### config.mk
export PLATFORM = sky130hd
export DESIGN_NAME = dividend_reconstructor
export DESIGN_NICKNAME = d
export VERILOG_FILES = /design/src/rtl/divmul_pkg.sv /design/src/rtl/dividend_reconstructor_mul_step.sv /design/src/rtl/dividend_reconstructor.sv
export SDC_FILE = /design/constraint.sdc
export NUM_CORES = 1
export LEC_CHECK = 0
export ABC_AREA = 1
export CAP_MARGIN = 0
export CORE_UTILIZATION = 50
export CTS_CLUSTER_SIZE = 16
export DETAILED_ROUTE_END_ITERATION = 12
export MAX_ROUTING_LAYER = met4
export PLACE_DENSITY_LB_ADDON = 0.12
export SETUP_SLACK_MARGIN = 0.05
export SLEW_MARGIN = 20
export SYNTH_ARGS = -nofsm -noshare
export SYNTH_HDL_FRONTEND = slang
export SYNTH_SLANG_ARGS = --single-unit
### constraint.sdc
create_clock -name clk -period 1.7 [get_ports clk]
set_input_delay 0.51 -clock clk [delete_from_list [all_inputs] [get_ports clk]]
set_output_delay 0.51 -clock clk [all_outputs]
set_load 0.02 [all_outputs]
### src/rtl/divmul_pkg.sv
// Purpose: shared widths and FSM state type for the dividend reconstructor datapath.
// Latency: n/a (types and constants only).
// Backpressure: n/a.
// Ports: none.
package divmul_pkg;

    localparam int QW_DEF = 5;                // quotient / multiplier width
    localparam int DW_DEF = 2;                // divisor / multiplicand width
    localparam int RW_DEF = 5;                // remainder width
    localparam int PW_DEF = QW_DEF + DW_DEF;  // product / result width

    typedef enum logic [1:0] {
        IDLE = 2'd0,
        BUSY = 2'd1,
        DONE = 2'd2
    } recon_state_t;

endpackage

### src/rtl/dividend_reconstructor_mul_step.sv
// Purpose: one radix-2 shift-add multiply step on {acc, mplr, mcand}.
// Latency: purely combinational, zero cycles.
// Backpressure: none; the caller decides when to register the results.
// Ports: acc/mplr/mcand current values in; acc_nxt/mplr_nxt/mcand_nxt step results out.
module mul_step
    import divmul_pkg::*;
#(
    parameter int QW = QW_DEF,
    parameter int PW = PW_DEF
) (
    input  logic [PW-1:0] acc,
    input  logic [QW-1:0] mplr,
    input  logic [PW-1:0] mcand,
    output logic [PW-1:0] acc_nxt,
    output logic [QW-1:0] mplr_nxt,
    output logic [PW-1:0] mcand_nxt
);

    always_comb begin
        // Add the aligned multiplicand only when the current multiplier LSB is set.
        acc_nxt   = mplr[0] ? (acc + mcand) : acc;
        mplr_nxt  = mplr >> 1;
        mcand_nxt = mcand << 1;
    end

endmodule

### src/rtl/dividend_reconstructor.sv
// Purpose: rebuilds dividend = q*d + rem by sequential radix-2 shift-add (unsigned).
// Latency: QW+1 cycles from the accept cycle to out_valid; fewer with RECON_EARLY_TERM_EN defined.
// Backpressure: in_ready low while BUSY/DONE; out_ready low holds DONE with dividend stable.
// Ports: clk, rst (sync, active-high); in_valid/in_ready with q, d, rem;
//        out_valid/out_ready with dividend (registered, equals the accumulator).
// Config macro: RECON_EARLY_TERM_EN -- finish as soon as no multiplier bits remain.
module dividend_reconstructor
    import divmul_pkg::*;
#(
    parameter int QW = QW_DEF,
    parameter int DW = DW_DEF,
    parameter int RW = RW_DEF
) (
    input  logic               clk,
    input  logic               rst,
    input  logic               in_valid,
    output logic               in_ready,
    input  logic [QW-1:0]      q,
    input  logic [DW-1:0]      d,
    input  logic [RW-1:0]      rem,
    output logic               out_valid,
    input  logic               out_ready,
    output logic [QW+DW-1:0]   dividend
);

    localparam int PW = QW + DW;
    localparam int CW = $clog2(QW + 1);

    recon_state_t  state;
    recon_state_t  state_nxt;

    logic [PW-1:0] acc;
    logic [QW-1:0] mplr;
    logic [PW-1:0] mcand;
    logic [CW-1:0] count;

    logic [PW-1:0] acc_nxt;
    logic [QW-1:0] mplr_nxt;
    logic [PW-1:0] mcand_nxt;
    logic          last_step;

    mul_step #(
        .QW (QW),
        .PW (PW)
    ) u_step (
        .acc       (acc),
        .mplr      (mplr),
        .mcand     (mcand),
        .acc_nxt   (acc_nxt),
        .mplr_nxt  (mplr_nxt),
        .mcand_nxt (mcand_nxt)
    );

    // Final BUSY cycle: either all QW bits consumed, or (early-term build)
    // no set bits remain after this step's shift.
`ifdef RECON_EARLY_TERM_EN
    assign last_step = (count == CW'(QW - 1)) || (mplr_nxt == '0);
`else
    assign last_step = (count == CW'(QW - 1));
`endif

    // State register
    always_ff @(posedge clk) begin
        if (rst) begin
            state <= IDLE;
        end else begin
            state <= state_nxt;
        end
    end

    // Next-state logic
    always_comb begin
        state_nxt = state;
        case (state)
            IDLE:    if (in_valid)  state_nxt = BUSY;
            BUSY:    if (last_step) state_nxt = DONE;
            DONE:    if (out_ready) state_nxt = IDLE;
            default:                state_nxt = IDLE;
        endcase
    end

    // Outputs depend on state only, so there is no input-to-output comb path.
    always_comb begin
        in_ready  = (state == IDLE);
        out_valid = (state == DONE);
    end

    // Datapath registers: loaded on accept, stepped in BUSY, frozen otherwise.
    always_ff @(posedge clk) begin
        if (rst) begin
            acc   <= '0;
            mplr  <= '0;
            mcand <= '0;
            count <= '0;
        end else begin
            case (state)
                IDLE: begin
                    if (in_valid) begin
                        acc   <= PW'(rem);
                        mplr  <= q;
                        mcand <= PW'(d);
                        count <= '0;
                    end
                end
                BUSY: begin
                    acc   <= acc_nxt;
                    mplr  <= mplr_nxt;
                    mcand <= mcand_nxt;
                    count <= count + CW'(1);
                end
                default: begin
                end
            endcase
        end
    end

    assign dividend = acc;

endmodule

Word-level counts from Yosys, hierarchy flattened
Cells that the tools add are included.
{"block": "totals", "regBits": 24, "input_bits": 16, "output_inout_bits": 9, "elab_cells": 32}
{"block": "op_classes", "add_sub_neg": 2, "n_eq_ne": 7, "mux": 13, "reduce_logical": 5}
{"op": "7-bit one-hot mux with 2 select lines", "n": 2}
{"op": "7-bit two-way mux", "n": 3}
{"op": "5-bit one-hot mux with 2 select lines", "n": 1}
{"op": "7-bit adder", "n": 1}
{"op": "2-bit two-way mux", "n": 3}
{"op": "2-bit inequality test (second input constant)", "n": 3}
{"op": "2-bit one-hot mux with 3 select lines", "n": 1}
{"op": "3-bit one-hot mux with 2 select lines", "n": 1}
{"op": "3-bit AND reduction", "n": 2}
{"op": "5-bit two-way mux", "n": 1}
{"op": "3-bit by 1-bit adder with 3-bit output (second input constant)", "n": 1}
{"op": "3-bit == test (second input constant)", "n": 1}
{"op": "3-bit two-way mux", "n": 1}
{"op": "2-bit by 1-bit == test with 1-bit output (second input constant)", "n": 1}
{"op": "2-bit == test (second input constant)", "n": 1}
{"op": "2-bit logical NOT", "n": 1}
{"op": "2-bit by 1-bit inequality test with 1-bit output (second input constant)", "n": 1}
{"op": "2-bit AND reduction", "n": 1}
{"op": "2-bit nonzero test", "n": 1}

Logic depth before layout (Yosys ltp)
{"block": "depth", "depth_word": 3, "ltp_mapped": 9, "depth_no_buf": 9}

Cells and area by module
Synthesis repeated with hierarchy kept, for this count alone.
{"block": "hier_totals", "hier_cells": 274, "hier_area_um2": 1732.9}
{"mod": "dividend_reconstructor", "instances": 1, "cells_each": 197, "area_each_um2": 1283.7, "seq_area_each_um2": 480.5}
{"mod": "mul_step", "instances": 1, "cells_each": 77, "area_each_um2": 449.2, "seq_area_each_um2": 0.0}

Worst setup path before layout
OpenSTA, ideal clock, no wires.
{"block": "synth_timing", "kind": "reg2reg", "startpoint": "register acc[0], in the netlist dividend[0]", "endpoint": "register acc[6], in the netlist dividend[6]", "setup_ns": 0.132, "arrival_time_ns": 1.396, "required_ns": 1.568, "setup_slack_ns": 0.172, "stages_incl_launch_ff": 9, "n_path_buf": 0, "synth_period_minus_slack_ns": 1.528, "path_cell_list": "dfxtp_1 -> ha_1 -> fa_1 -> nand2_1 -> nand2_1 -> nand3_1 -> nand3_1 -> nand3_1 -> a21oi_1"}
{"block": "synth_via", "elab_chain_cells": 3}
{"element": "from (decl)", "line_no": "dividend_reconstructor.sv:32", "text": "logic [PW-1:0] acc;"}
{"element": "from (signal assigned)", "line_no": "dividend_reconstructor.sv:99", "text": "acc <= PW'(rem);"}
{"element": "from (signal assigned)", "line_no": "dividend_reconstructor.sv:106", "text": "acc <= acc_nxt;"}
{"element": "7-bit adder", "line_no": "dividend_reconstructor_mul_step.sv:21", "text": "acc_nxt = mplr[0] ? (acc + mcand) : acc;"}
{"element": "7-bit two-way mux", "line_no": "dividend_reconstructor_mul_step.sv:21"}
{"element": "7-bit one-hot mux with 2 select lines", "line_no": "dividend_reconstructor.sv:96", "text": "case (state)"}
Every way passes these cells. The select of a mux whose other input is x is not followed.
A chain may end at the register's enable or synchronous reset.

Worst setup path in the final report
{"block": "layout_timing", "startpoint": "register acc[1], in the netlist dividend[1]", "endpoint": "output dividend[1]"}
{"element": "to (decl)", "line_no": "dividend_reconstructor.sv:23", "text": "output logic [QW+DW-1:0] dividend"}
No word-level cell between the ends.

==> metrics.cfg <==
[floorplan]
core-area_sq_um = 2300
io_pins = 25
dieArea_sq_um = 2710
die_h_um = 52.1
rows = 17
initial_core_util_pct = 54.6
die_w_um = 52.1

[route]
drt-met1-wl_um = 1220
drtIter0Drc = 34
ant_nets = 0
via_per_inst = 5.38
wl_met3_um = 154
vias = 1222
drc = 0
wl_per_cell_um = 12.1
firstDrtPassIters = 4
top_layer = met4
route.final.wire_length_um = 2750
dr_wl_met2_um = 1370

[cells_and_area]
n_fill_cell = 209
register_area_sq_um = 480
drive_above_1_share_pct = 9.05
nets = 225
stdcell_area_sq_um = 1540
antenna_cells = 0
final_cells = 227
multiInputGateArea_sq_um = 663
syn2layout_area_growth_pct = 22.5

[timing]
rsz0062_at_grt = yes
slew-limit-headroom_pct = 72.3
final.setup_skew_ns = 0.00525
min_period_ns = 1.59
clock.fmax_mhz = 631
tightest_slew_ns = 0.415
hold_viol = 0
fin_crit_sh_pct = 93.2
drv_slew = 0
setup_viol = 0

[synthesis]
synth-seq-cells = 24
synthTopCellsByCount = 47 x nand2_1, 24 x dfxtp_1, 20 x a21oi_1
syn-cell-area_sq_um = 1250
syn_inst = 173
yosys.area.top_type_share_pct = 38.3
synthTopCellsByArea = dfxtp_1 38%, nand2_1 14%, a21oi_1 8.0%, ha_1 8.0%, inv_1 5.4%
synth_edf_count = 0
syn-mean-instance-area_sq_um = 7.25
ys_seq_area_share_pct = 38.3
yosys_most_used_dff = dfxtp_1
syn_nets = 198
synth_most_common_cell = nand2_1
synthArstFlopShare_pct = 0
ys_types = 23
yosys_warnings = 0
yosys.area.top_type = dfxtp_1

[setup_path]
critPathKind = register to primary output
crit_fanout = 4
path_buf_inv = 1
cp_slowest_cell = dfxtp_1
start_kind = register
crit_cells = 1
crit_arrival_ns = 1.08
startpoint = dividend[1]$_SDFFE_PP0P_
path_cells = clkdlybuf4s15_1
ff2ff_path_depth = 9
max_stage_delay_ns = 0.44
required_ns = 1.19
ff2ff_setup_slack_ns = 0.14
reg2reg_to = dividend[6]$_SDFFE_PP0P_
crit_family = flip-flops
cp-endpoint = dividend[1]
end_kind = primary output
reg2reg_from = mcand[0]$_SDFFE_PP0P_

[run_status]
status = finished, final reports clean

[global_route]
grt_max_degree = 20
grt_pass1_vias = 1086
grt_pass1_wl_um = 4680
grt.total_usage_pct = 23.9
overflow = 0
antenna_found_initial = 0

[cts]
cts_tree = done
insertion_delay_ns = 0.31
cts_inserted_buffers = 3
postCtsSetupBuffers = 0
clockBufferDepth = 2
cts_root_buf = clkbuf_4
htree_levels = 1
clock-sinks = 24
clk_pin_slew_ns = 0.13

[job]
cap_violations = 0

[placement]
placed_cells = 223
portBuffers = 24
place_area_sq_um = 1510
detailed_place_hpwl_um = 2080
globalplace.congestion = 0.794

[power_and_ir_drop]
vdd_drop_max_uv = 751
power_leakage_uw = 0.000710
powerDensity_nw_per_um2 = 820
total_power_uw = 1260

[hold_path]
hold_path.class = register to register

## kinds of logic (layout without fill, tap and decap cells)
group	count (synthesis)	count (layout)	synth area share, %
compound gates	43	43	18.6
xor+xnor	1	1	0.699
fa+ha+maj	9	9	9.58
buf+inv	25	51	8.98
flops	24	24	38.3
simple gates	71	71	23.9
## final cells by class
| class | instances | share of cell area (%) |
|---|---|---|
| multi-input combinational | 124 | 43.2 |
| sequential | 24 | 31.3 |
| timing repair buffer | 27 | 16.0 |
| inverter | 20 | 4.89 |
| clock buffer | 4 | 2.36 |
| tap | 28 | 2.28 |
## stage by stage
step	setup slack, ns	hold WS (ns)	TNS [ns]	utilization [%]
3_5_place_dp	-0.00158	0.469	-0.00158	65.9
5_1_grt	0.00960	0.503	0	66.8
3_3_place_gp	0.0609	0.465	0	65.9
2_1_floorplan	0.172	0.439	0	-
6_report	0.115	0.491	0	66.8
4_1_cts	0.0185	0.489	0	67.1
## report_power, final
group / total, uW / switching, uW / internal [uW]
clock network: 292 / 162 / 131
logic: 320 / 191 / 129
registers: 647 / 37.8 / 609
total: 1260 / 390 / 868
## registers in the layout, summed over array words and instances, names as in the netlist
name,cells
mplr,5
count,3
mcand,7
dividend,7
state,2
## placed cells by master (no fill, tap or decap), types with 7 or more instances in the layout
| cell type | synthesis | final |
|---|---|---|
| inv_1 | 18 | 18 |
| dfxtp_1 | 24 | 24 |
| a21oi_1 | 20 | 20 |
| o21ai_0 | 8 | 8 |
| nand3_1 | 11 | 11 |
| nor2_1 | 7 | 7 |
| ha_1 | 8 | 8 |
| clkdlybuf4s50_1 | 0 | 15 |
| nand2_1 | 47 | 47 |
## layer usage
metal	vias up	track usage [%]
met2	40	40.4
met4	0	4.05
met3	2	6.14
met1	558	28.7
met5	-	-
li1	622	-
## timing repair
item / CTS / global route
gates resized for setup: 11 / 5
hold buffers: 0 / 0
setup endpoints to repair: 9 / 5
pin swaps: 0 / 0
## how the worst min path moves through the flow
stage / start / endpoint / slack [ns] / cells after the start
after detailed placement: mplr[4]$_SDFFE_PP0P_ / mplr[4]$_SDFFE_PP0P_ / 0.47 / 2
after floorplan: mplr[4]$_SDFFE_PP0P_ / mplr[4]$_SDFFE_PP0P_ / 0.44 / 2
after global routing: mcand[2]$_SDFFE_PP0P_ / mcand[2]$_SDFFE_PP0P_ / 0.50 / 2
after CTS: mplr[4]$_SDFFE_PP0P_ / mplr[4]$_SDFFE_PP0P_ / 0.49 / 2
after global placement: count[1]$_SDFFE_PP0P_ / count[1]$_SDFFE_PP0P_ / 0.47 / 2
final: mplr[4]$_SDFFE_PP0P_ / mplr[4]$_SDFFE_PP0P_ / 0.49 / 2
No activity file was read; power rests on OpenSTA's default activity.
